`src/rtl/error_pkg.sv`:
```
// Shared types and default sizes for the error reporting path downstream of error_d8.
package error_pkg;
    localparam int H_DEF  = 8;
    localparam int CW_DEF = 8;

    typedef enum logic {SEV_WARN = 1'b0, SEV_ERR = 1'b1} sev_t;
    typedef enum logic {IDLE = 1'b0, SEND = 1'b1} rep_state_t;
endpackage

```
`src/rtl/rr_pick8.sv`:
```
// Combinational round-robin finder: first set request at or after start, wrapping.
module rr_pick8
    import error_pkg::*;
#(
    parameter int H = H_DEF,
    localparam int CHW = $clog2(H)
) (
    input  logic [H-1:0]   req,
    input  logic [CHW-1:0] start,
    output logic           found,
    output logic [CHW-1:0] index
);
    logic [CHW-1:0] cand;

    // Scan from farthest to nearest so the nearest hit is the one that sticks.
    always_comb begin
        found = 1'b0;
        index = '0;
        cand  = '0;
        for (int k = H - 1; k >= 0; k--) begin
            cand = CHW'((int'(start) + k) % H);
            if (req[cand]) begin
                found = 1'b1;
                index = cand;
            end
        end
    end
endmodule

```
`src/rtl/error_reporter8.sv`:
```
// Captures warning/error rises into sticky pending bits and reports them one record
// at a time over valid/ready, errors first, round-robin across channels.
module error_reporter8
    import error_pkg::*;
#(
    parameter int H  = H_DEF,
    parameter int CW = CW_DEF,
    localparam int CHW = $clog2(H)
) (
    input  logic           clock,
    input  logic           reset,
    input  logic [H-1:0]   warning,
    input  logic [H-1:0]   error,
    input  logic           clear,
    output logic           ev_valid,
    input  logic           ev_ready,
    output logic [CHW-1:0] ev_chan,
    output logic           ev_sev,
    output logic [CW-1:0]  ev_count,
    output logic           alarm
);
    logic [H-1:0]   prev_w, prev_e;
    logic [H-1:0]   warn_pend, err_pend;
    logic [CW-1:0]  cnt [H];
    logic [CHW-1:0] rr_ptr;
    rep_state_t     state;

    logic [H-1:0]   rise_w, rise_e, hs_mask;
    logic           handshake;
    logic           err_found, warn_found;
    logic [CHW-1:0] err_idx, warn_idx, pick_idx, next_ptr;

    assign rise_w    = warning & ~prev_w;
    assign rise_e    = error & ~prev_e;
    assign handshake = ev_valid & ev_ready;
    assign hs_mask   = handshake ? (H'(1) << ev_chan) : '0;
    assign pick_idx  = err_found ? err_idx : warn_idx;
    assign next_ptr  = (ev_chan == CHW'(H - 1)) ? '0 : ev_chan + CHW'(1);

    rr_pick8 #(.H(H)) u_pick_err (
        .req   (err_pend),
        .start (rr_ptr),
        .found (err_found),
        .index (err_idx)
    );

    rr_pick8 #(.H(H)) u_pick_warn (
        .req   (warn_pend),
        .start (rr_ptr),
        .found (warn_found),
        .index (warn_idx)
    );

    // A rise in the same cycle as the handshake clear keeps the bit set.
    always_ff @(posedge clock or negedge reset) begin
        if (!reset) begin
            prev_w    <= '0;
            prev_e    <= '0;
            warn_pend <= '0;
            err_pend  <= '0;
            for (int i = 0; i < H; i++) cnt[i] <= '0;
        end else begin
            prev_w <= warning;
            prev_e <= error;
            if (clear) begin
                warn_pend <= '0;
                err_pend  <= '0;
                for (int i = 0; i < H; i++) cnt[i] <= '0;
            end else begin
                err_pend  <= (err_pend  & ~(ev_sev ? hs_mask : '0)) | rise_e;
                warn_pend <= (warn_pend & ~(ev_sev ? '0 : hs_mask)) | rise_w;
                for (int i = 0; i < H; i++) begin
                    if (rise_e[i] && cnt[i] != '1) cnt[i] <= cnt[i] + CW'(1);
                end
            end
        end
    end

    // The record is frozen for the whole SEND state, even across a clear.
    always_ff @(posedge clock or negedge reset) begin
        if (!reset) begin
            state    <= IDLE;
            ev_valid <= 1'b0;
            ev_chan  <= '0;
            ev_sev   <= 1'b0;
            ev_count <= '0;
            rr_ptr   <= '0;
            alarm    <= 1'b0;
        end else begin
            alarm <= (|err_pend) | (ev_valid & ev_sev);
            case (state)
                IDLE: begin
                    if (err_found || warn_found) begin
                        ev_valid <= 1'b1;
                        ev_chan  <= pick_idx;
                        ev_sev   <= err_found ? SEV_ERR : SEV_WARN;
                        ev_count <= cnt[pick_idx];
                        state    <= SEND;
                    end
                end
                SEND: begin
                    if (ev_ready) begin
                        ev_valid <= 1'b0;
                        rr_ptr   <= next_ptr;
                        state    <= IDLE;
                    end
                end
                default: state <= IDLE;
            endcase
        end
    end
endmodule
```
`config.mk`:
```
export PLATFORM = sky130hd
export DESIGN_NAME = error_reporter8
export DESIGN_NICKNAME = d
export VERILOG_FILES = /design/src/rtl/error_pkg.sv /design/src/rtl/rr_pick8.sv /design/src/rtl/error_reporter8.sv
export SDC_FILE = /design/constraint.sdc
export NUM_CORES = 1
export LEC_CHECK = 0
export CAP_MARGIN = 40
export CORE_MARGIN = 4
export CORE_UTILIZATION = 28
export DETAILED_ROUTE_END_ITERATION = 7
export PLACE_DENSITY = 0.51
export SLEW_MARGIN = 10
export SYNTH_ARGS = -nofsm -noshare
export SYNTH_HDL_FRONTEND = slang
export SYNTH_SLANG_ARGS = --single-unit
export TNS_END_PERCENT = 1
```
`constraint.sdc`:
```
create_clock -name clock -period 7.7 [get_ports clock]
set_input_delay 2.31 -clock clock [delete_from_list [all_inputs] [get_ports clock]]
set_output_delay 2.31 -clock clock [all_outputs]
set_load 0.02 [all_outputs]
```
==> results of run 1 <==
-- area by class of cell --
class	instances	area (um^2)
fill	2515	16180
multi-input combinational	544	3995
sequential	114	2854
timing repair buffer	43	470.5
clock buffer	17	425.4
tap	324	405.4
clock inverter	15	162.7
inverter	12	45.04
-- worst paths after layout --
kind	startpoint	endpoint	slack (ns)	cells after the start
max	rr_ptr[1]$_DFFE_PN0P_	ev_count[1]$_DFFE_PN0P_	2.48	11
min	prev_w[2]$_DFF_PN0_	warn_pend[2]$_DFF_PN0_	0.49	2
max reg2reg	rr_ptr[1]$_DFFE_PN0P_	ev_count[1]$_DFFE_PN0P_	2.48	11
min reg2reg	prev_w[2]$_DFF_PN0_	warn_pend[2]$_DFF_PN0_	0.49	2
max in group asynchronous	reset	state$_DFF_PN0_	4.91	2
min in group asynchronous	reset	cnt[45]$_DFFE_PN0P_	1.80	1
-- layer usage --
metal / part of all wire (%) / GRT usage, %
met5: 0 / 0
met4: 1.3 / 3.878
met3: 3.1 / 2.702
met2: 47 / 21.86
met1: 48 / 18.77
-- power by group through the flow --
stage | logic (mW) | clock network (mW) | registers [mW]
CTS | 1.65 | 0.797 | 0.788
detailed placement | 1.65 | 0 | 0.798
finish | 1.66 | 0.777 | 0.789
global route | 1.80 | 0.825 | 0.803
floorplan | 1.30 | 0 | 0.759
global placement | 1.57 | 0 | 0.829
-- registers in the layout, summed over array words and instances, names as in the netlist, 3 cells and up --
register / flops
ev_count: 8
err_pend: 8
cnt: 64
ev_chan: 3
prev_w: 8
rr_ptr: 3
warn_pend: 8
prev_e: 8
-- worst max-delay path, cell delays in order (launching register included) --
cell      delay, ns
dfrtp_1        0.91
inv_1          0.45
ha_1           1.03
mux4_2         0.66
a211oi_2       0.24
o21ai_1        0.12
or2_1          0.26
a31oi_4        0.19
buf_4          0.48
mux2i_1        0.23
a22o_1         0.27
o31ai_1        0.21
-- layout by cell type (no fill, tap or decap), types with 3 or more instances in the layout --
master / count
a21oi_1: 48
a221oi_1: 5
a22o_1: 17
a22oi_1: 3
a31oi_1: 4
and2_1: 4
and4_1: 3
buf_4: 5
clkbuf_16: 17
clkdlybuf4s50_1: 31
clkinv_4: 5
clkinvlp_4: 6
dfrtp_1: 113
ha_1: 16
inv_1: 12
mux2_1: 6
mux2_2: 15
mux2i_1: 58
mux4_2: 22
nand2_1: 64
nand2b_1: 15
nand3_1: 21
nand4_1: 20
nor2_1: 74
nor2b_1: 5
nor3_1: 6
nor4_1: 3
o211ai_1: 3
o21a_1: 4
o21ai_0: 33
o22ai_1: 3
o31ai_1: 3
o31ai_2: 6
or3_1: 14
xnor2_1: 18
xor2_1: 26
-- stage by stage --
stage	instance area, um^2	hold slack [ns]
CTS	8351	0.4892
finish	8358	0.4865
global route	8358	0.5088
detailed placement	7762	0.4814
global placement	7652	0.4839
floorplan	7053	0.4724
-- logic make-up (layout without fill, tap and decap cells) --
family	count (synthesis)	count (layout)	share of synthesized area, %
muxes	101	101	18.61
xor gates and xnor gates	45	45	5.695
adders and majority gates	16	16	2.838
and+or+nand+nor	238	238	15.93
DFF	114	114	40.45
buffers and inverters	43	87	2.945
AOI/OAI and AO/OA	144	144	13.54
==> results.tsv, run 1 <==
stage	metric	value	unit
setup_path	startpoint_type	register	
floorplanning	dieArea	0.02779	mm^2
detailed_routing	wire_per_inst	17.39	um
grt	grt_pass1_wl	30530	um
power_and_ir_drop	leakage	3.399	nW
cts	cts_repair_resize_count	0	
cts	clkSinkCount	114	
power_and_ir_drop	p_clk_share	24.1	%
cts	root_buffer	clkbuf_16	
synthesis	synthArstFlopShare	100.0	%
placed_design	io_buffers	33	
detailed_routing	drtIter0Drc	348	
finish	utilization	34.07	%
detailed_routing	first_pass_iters	4	
sta	finalSetupTns	0	ns
flow_run	drv_cap	0	
synthesis	syn_area	0.007053	mm^2
power_and_ir_drop	p_total	3.226	mW
synthesis	synth_fp_nets	737	
cts	htree_levels	4	
run_status	outcome	complete, no violations	
sta	worstMarginPinSlew	0.9156	ns
synthesis	netlist_instances	701	
setup_path	worstSetupPathType	reg -> reg	
floorplanning	die_h	166.7	um
sta	min_period	5.216	ns
sta	final_hold_viol_count	0	
grt	grt_overflow	0	
grt	grt_max_degree	52	
synthesis	synth_top_flop_cell	dfrtp_1	
synthesis	synth_seq_cells	114	
cts	clk_path_buf_depth	2	
sta	timing.fmax	191.7	MHz
grt	grt_pass1_vias	5533	
sta	period_share	67.75	%
setup_path	crit_fanout	33	
sta	timing.slew.headroom	38.96	%
cts	numCtsBuffers	17	
power_and_ir_drop	powerDensity	386.0	mW/mm^2
placed_design	place_ws	2.513	ns
cts	clk_pin_slew	0.06	ns
detailed_routing	dr_total_vias	5507	
worst_hold_path	worstHoldPathType	reg -> reg	
detailed_routing	vias_per_cell	5.152	
placed_design	place_inst	1036	
cts	cts_hold_buf	0	
placed_design	hpwl	13400	um
synthesis	yosysMostFrequentCell	dfrtp_1	
synthesis	synth_top_area_cell	dfrtp_1	
power_and_ir_drop	ir_worst_vdd	0.2437	mV
cts	insertion_delay	0.42	ns
power_and_ir_drop	swShare	40.36	%
setup_path	end_kind	register	
synthesis	synth_top_cells_by_count	114 x dfrtp_1, 75 x nor2_1, 64 x nand2_1, 58 x mux2i_1, 48 x a21oi_1	
power_and_ir_drop	combPwrFrac	51.5	%
cts	cts_setup_buffers	0	
synthesis	netlist_top_cells_area	dfrtp_1 40%, mux2i_1 8.2%, mux4_2 7.0%	
floorplanning	ioPinCount	34	
floorplanning	rows	57	
detailed_routing	wl	18590	um
sta	rsz0062_at_grt	false	
power_and_ir_drop	netSwitchingPower	1.302	mW
sta	post-route-worst-setup-slack	2.484	ns
finish	antenna_cells	0	
detailed_routing	ant_nets	0	
detailed_routing	drc	0	
power_and_ir_drop	power_frac_seq	24.4	%
synthesis	yosysWarnings	0	
grt	grt_usage	13.61	%
floorplanning	initial_core_util	28.75	%
synthesis	yosysTopAreaCellShare	40.45	%
sta	maxSlewViolCount	0	
finish	finalNonFillerCells	1069	
synthesis	synth_seq_area_share	40.45	%
sta	fin_skew	0.007698	ns
finish	area_growth	18.50	%
finish	fin_nets	768	
synthesis	synth_edf_count	0	
floorplanning	coreArea	0.02453	mm^2
power_and_ir_drop	p_int	1.924	mW
setup_path	cp_data_arrival_time	5.54	ns
finish	drive_gt1_share	12.89	%
synthesis	yosysUniqueCellTypes	56	
placed_design	gp_congestion	0.7985	
cts	cts_tree	yes	
synthesis	synth_area_per_cell	10.06	um^2
sta	setup_violations	0	
floorplanning	die_w	166.7	um
setup_path	cp_data_required_time	8.03	ns
grt	antenna_found_initial	0	
No activity file was read; power rests on OpenSTA's default activity.
==> inputs of run 2 (changes only) <==
--- a/config.mk
+++ b/config.mk
@@ -9,7 +9,7 @@
 export CORE_MARGIN = 4
 export CORE_UTILIZATION = 28
 export DETAILED_ROUTE_END_ITERATION = 7
-export PLACE_DENSITY = 0.51
+export PLACE_DENSITY = 0.53
 export SLEW_MARGIN = 10
 export SYNTH_ARGS = -nofsm -noshare
 export SYNTH_HDL_FRONTEND = slang
==> constraint.sdc (replaced) <==
create_clock -name clock -period 4.5 [get_ports clock]
set_input_delay 1.35 -clock clock [delete_from_list [all_inputs] [get_ports clock]]
set_output_delay 1.35 -clock clock [all_outputs]
set_load 0.02 [all_outputs]
==> run 2 against run 1 <==
  * Maximum frequency increased by 35%
  * Total power increased by 71%
  * Combinational power increased by 74%
  * Die area unchanged
  * Clock power increased by 71%
  * Worst setup slack got worse by 1.8 ns
  * Sequential power increased by 63%
  * Sequential cell count unchanged
  * Global-route usage decreased by 0.29 points
  * Critical path type unchanged
  * Critical endpoint is now ev_count[3]$_DFFE_PN0P_
  * Largest cell class unchanged
==> results.tsv, run 2 (synthesized netlist as in run 1, its figures left out) <==
stage	metric	value	unit
run_status	outcome	complete, no violations	
setup_path	crit_fanout	39	
finish	largest_reg_flops	64	
finish	fillers	2524	
detailed_routing	vias_per_cell	5.076	
grt	grt_usage	13.32	%
setup_path	r2r_cells	13	
setup_path	rrSetupSlack	0.64	ns
detailed_routing	ant_nets	0	
setup_path	end_kind	register	
power_and_ir_drop	leakage	3.390	nW
detailed_routing	wire_per_inst	16.74	um
worst_hold_path	worstHoldPathType	reg -> reg	
floorplanning	die_w	166.7	um
power_and_ir_drop	powerDensity	661.9	mW/mm^2
flow_run	drv_cap	0	
sta	timing.slew.headroom	42.13	%
finish	fin_nets	769	
sta	min_period	3.863	ns
floorplanning	initial_core_util	28.75	%
sta	final_hold_viol_count	0	
detailed_routing	drtIter0Drc	327	
sta	fin_skew	0.007175	ns
setup_path	startpoint_type	register	
grt	grt_max_degree	91	
setup_path	worstSetupEndpoint	ev_count[3]$_DFFE_PN0P_	
finish	drive_gt1_share	12.87	%
sta	maxSlewViolCount	0	
grt	antenna_found_initial	0	
sta	finalSetupTns	0	ns
sta	period_share	85.84	%
floorplanning	dieArea	0.02779	mm^2
power_and_ir_drop	p_total	5.507	mW
placed_design	hpwl	12780	um
detailed_routing	dr_total_vias	5431	
placed_design	gp_congestion	0.8478	
setup_path	reg2reg_to	ev_count[3]$_DFFE_PN0P_	
floorplanning	coreArea	0.02453	mm^2
cts	root_buffer	clkbuf_16	
cts	htree_levels	4	
power_and_ir_drop	ir_worst_vdd	0.4320	mV
placed_design	placement.cell_area	0.007730	mm^2
cts	clk_path_buf_depth	2	
placed_design	io_buffers	33	
floorplanning	ioPinCount	34	
cts	insertion_delay	0.42	ns
detailed_routing	first_pass_iters	7	
sta	worstMarginPinSlew	0.8680	ns
cts	cts_repair_resize_count	0	
grt	grt_overflow	0	
finish	antenna_cells	0	
floorplanning	rows	57	
detailed_routing	drc	0	
setup_path	crit_path_start	rr_ptr[0]$_DFFE_PN0P_	
finish	area_growth	17.95	%
grt	grt_pass1_wl	30170	um
sta	timing.fmax	258.9	MHz
worst_hold_path	hold_start	prev_w[1]$_DFF_PN0_	
grt	grt_pass1_vias	5543	
setup_path	rr_startpoint	rr_ptr[0]$_DFFE_PN0P_	
cts	cts_tree	yes	
sta	rsz0062_at_grt	false	
finish	top_register	cnt	
setup_path	worstSetupPathType	reg -> reg	
sta	setup_violations	0	
finish	fin_area	0.008319	mm^2
cts	clkSinkCount	114	
cts	cts_setup_buffers	0	
detailed_routing	wl	17910	um
finish	final_common_cell	dfrtp_1	
cts	clk_pin_slew	0.06	ns
setup_path	cp_data_arrival_time	4.15	ns
floorplanning	die_h	166.7	um
setup_path	cp_data_required_time	4.79	ns
finish	final_cell_mix	113 x dfrtp_1, 74 x nor2_1, 64 x nand2_1	
cts	cts_hold_buf	0	
cts	numCtsBuffers	17	
## run 2: worst max-delay path: stages (launching register included)
cell	delay (ns)
dfrtp_2	0.35
buf_4	0.47
ha_1	0.39
xnor2_1	0.18
buf_4	0.23
mux4_2	0.35
a211oi_2	0.24
o21ai_1	0.14
or2_1	0.27
a31oi_4	0.25
buf_12	0.27
mux2i_1	0.30
a22o_1	0.21
o31ai_2	0.07
## run 2: report_power, final
group / leakage, nW / total, mW / switching [mW] / internal (mW)
Sequential: 1.50 / 1.29 / 0.154 / 1.14
Clock: 0.271 / 1.33 / 0.487 / 0.842
Combinational: 1.62 / 2.89 / 1.55 / 1.34
## run 2: worst min-delay path by stage
stage                                        end  slack, ns  cells past startpoint
after global routing      warn_pend[5]$_DFF_PN0_       0.53                      2
after detailed placement  warn_pend[2]$_DFF_PN0_       0.49                      2
after global placement    warn_pend[2]$_DFF_PN0_       0.48                      2
after CTS                 warn_pend[2]$_DFF_PN0_       0.50                      2
final                     warn_pend[1]$_DFF_PN0_       0.49                      2
after floorplan           warn_pend[0]$_DFF_PN0_       0.47                      2
## run 2: routing by layer
layer	up-vias	share of wire (%)	track usage, %
met5	-	0	0
met4	0	1.0	4.269
met3	14	3.7	2.228
met2	137	48	21.20
met1	2646	48	18.59
li1	2634	-	-
## run 2: area by class of cell
class | instances | area (um^2) | area share, %
multi-input cells | 544 | 3995 | 48.02
clock inverters | 12 | 132.6 | 1.594
clock buffers | 20 | 456.7 | 5.490
flip-flops and latches | 114 | 2854 | 34.31
repair buffers | 44 | 430.4 | 5.174
inverters | 12 | 45.04 | 0.5414
well taps | 324 | 405.4 | 4.873
## run 2: stage by stage
step / instances / hold WS (ns) / setup slack, ns / util, %
floorplan: 701 / 0.4724 / 0.7463 / -
global placement: 1038 / 0.4783 / 0.7082 / 31.51
detailed placement: 1038 / 0.4896 / 0.6579 / 31.51
CTS: 1070 / 0.4986 / 0.6204 / 33.91
global route: 1070 / 0.5293 / 0.3395 / 33.91
finish: 1070 / 0.4943 / 0.6373 / 33.91
==> inputs of run 3 (changes only) <==
--- a/config.mk
+++ b/config.mk
@@ -9,6 +9,7 @@
 export CORE_MARGIN = 4
 export CORE_UTILIZATION = 28
 export DETAILED_ROUTE_END_ITERATION = 7
+export GPL_ROUTABILITY_DRIVEN = 0
 export PLACE_DENSITY = 0.53
 export SLEW_MARGIN = 10
 export SYNTH_ARGS = -nofsm -noshare
==> results of run 3 <==
No change in the layout: final DEF, timing and power equal those of run 2.
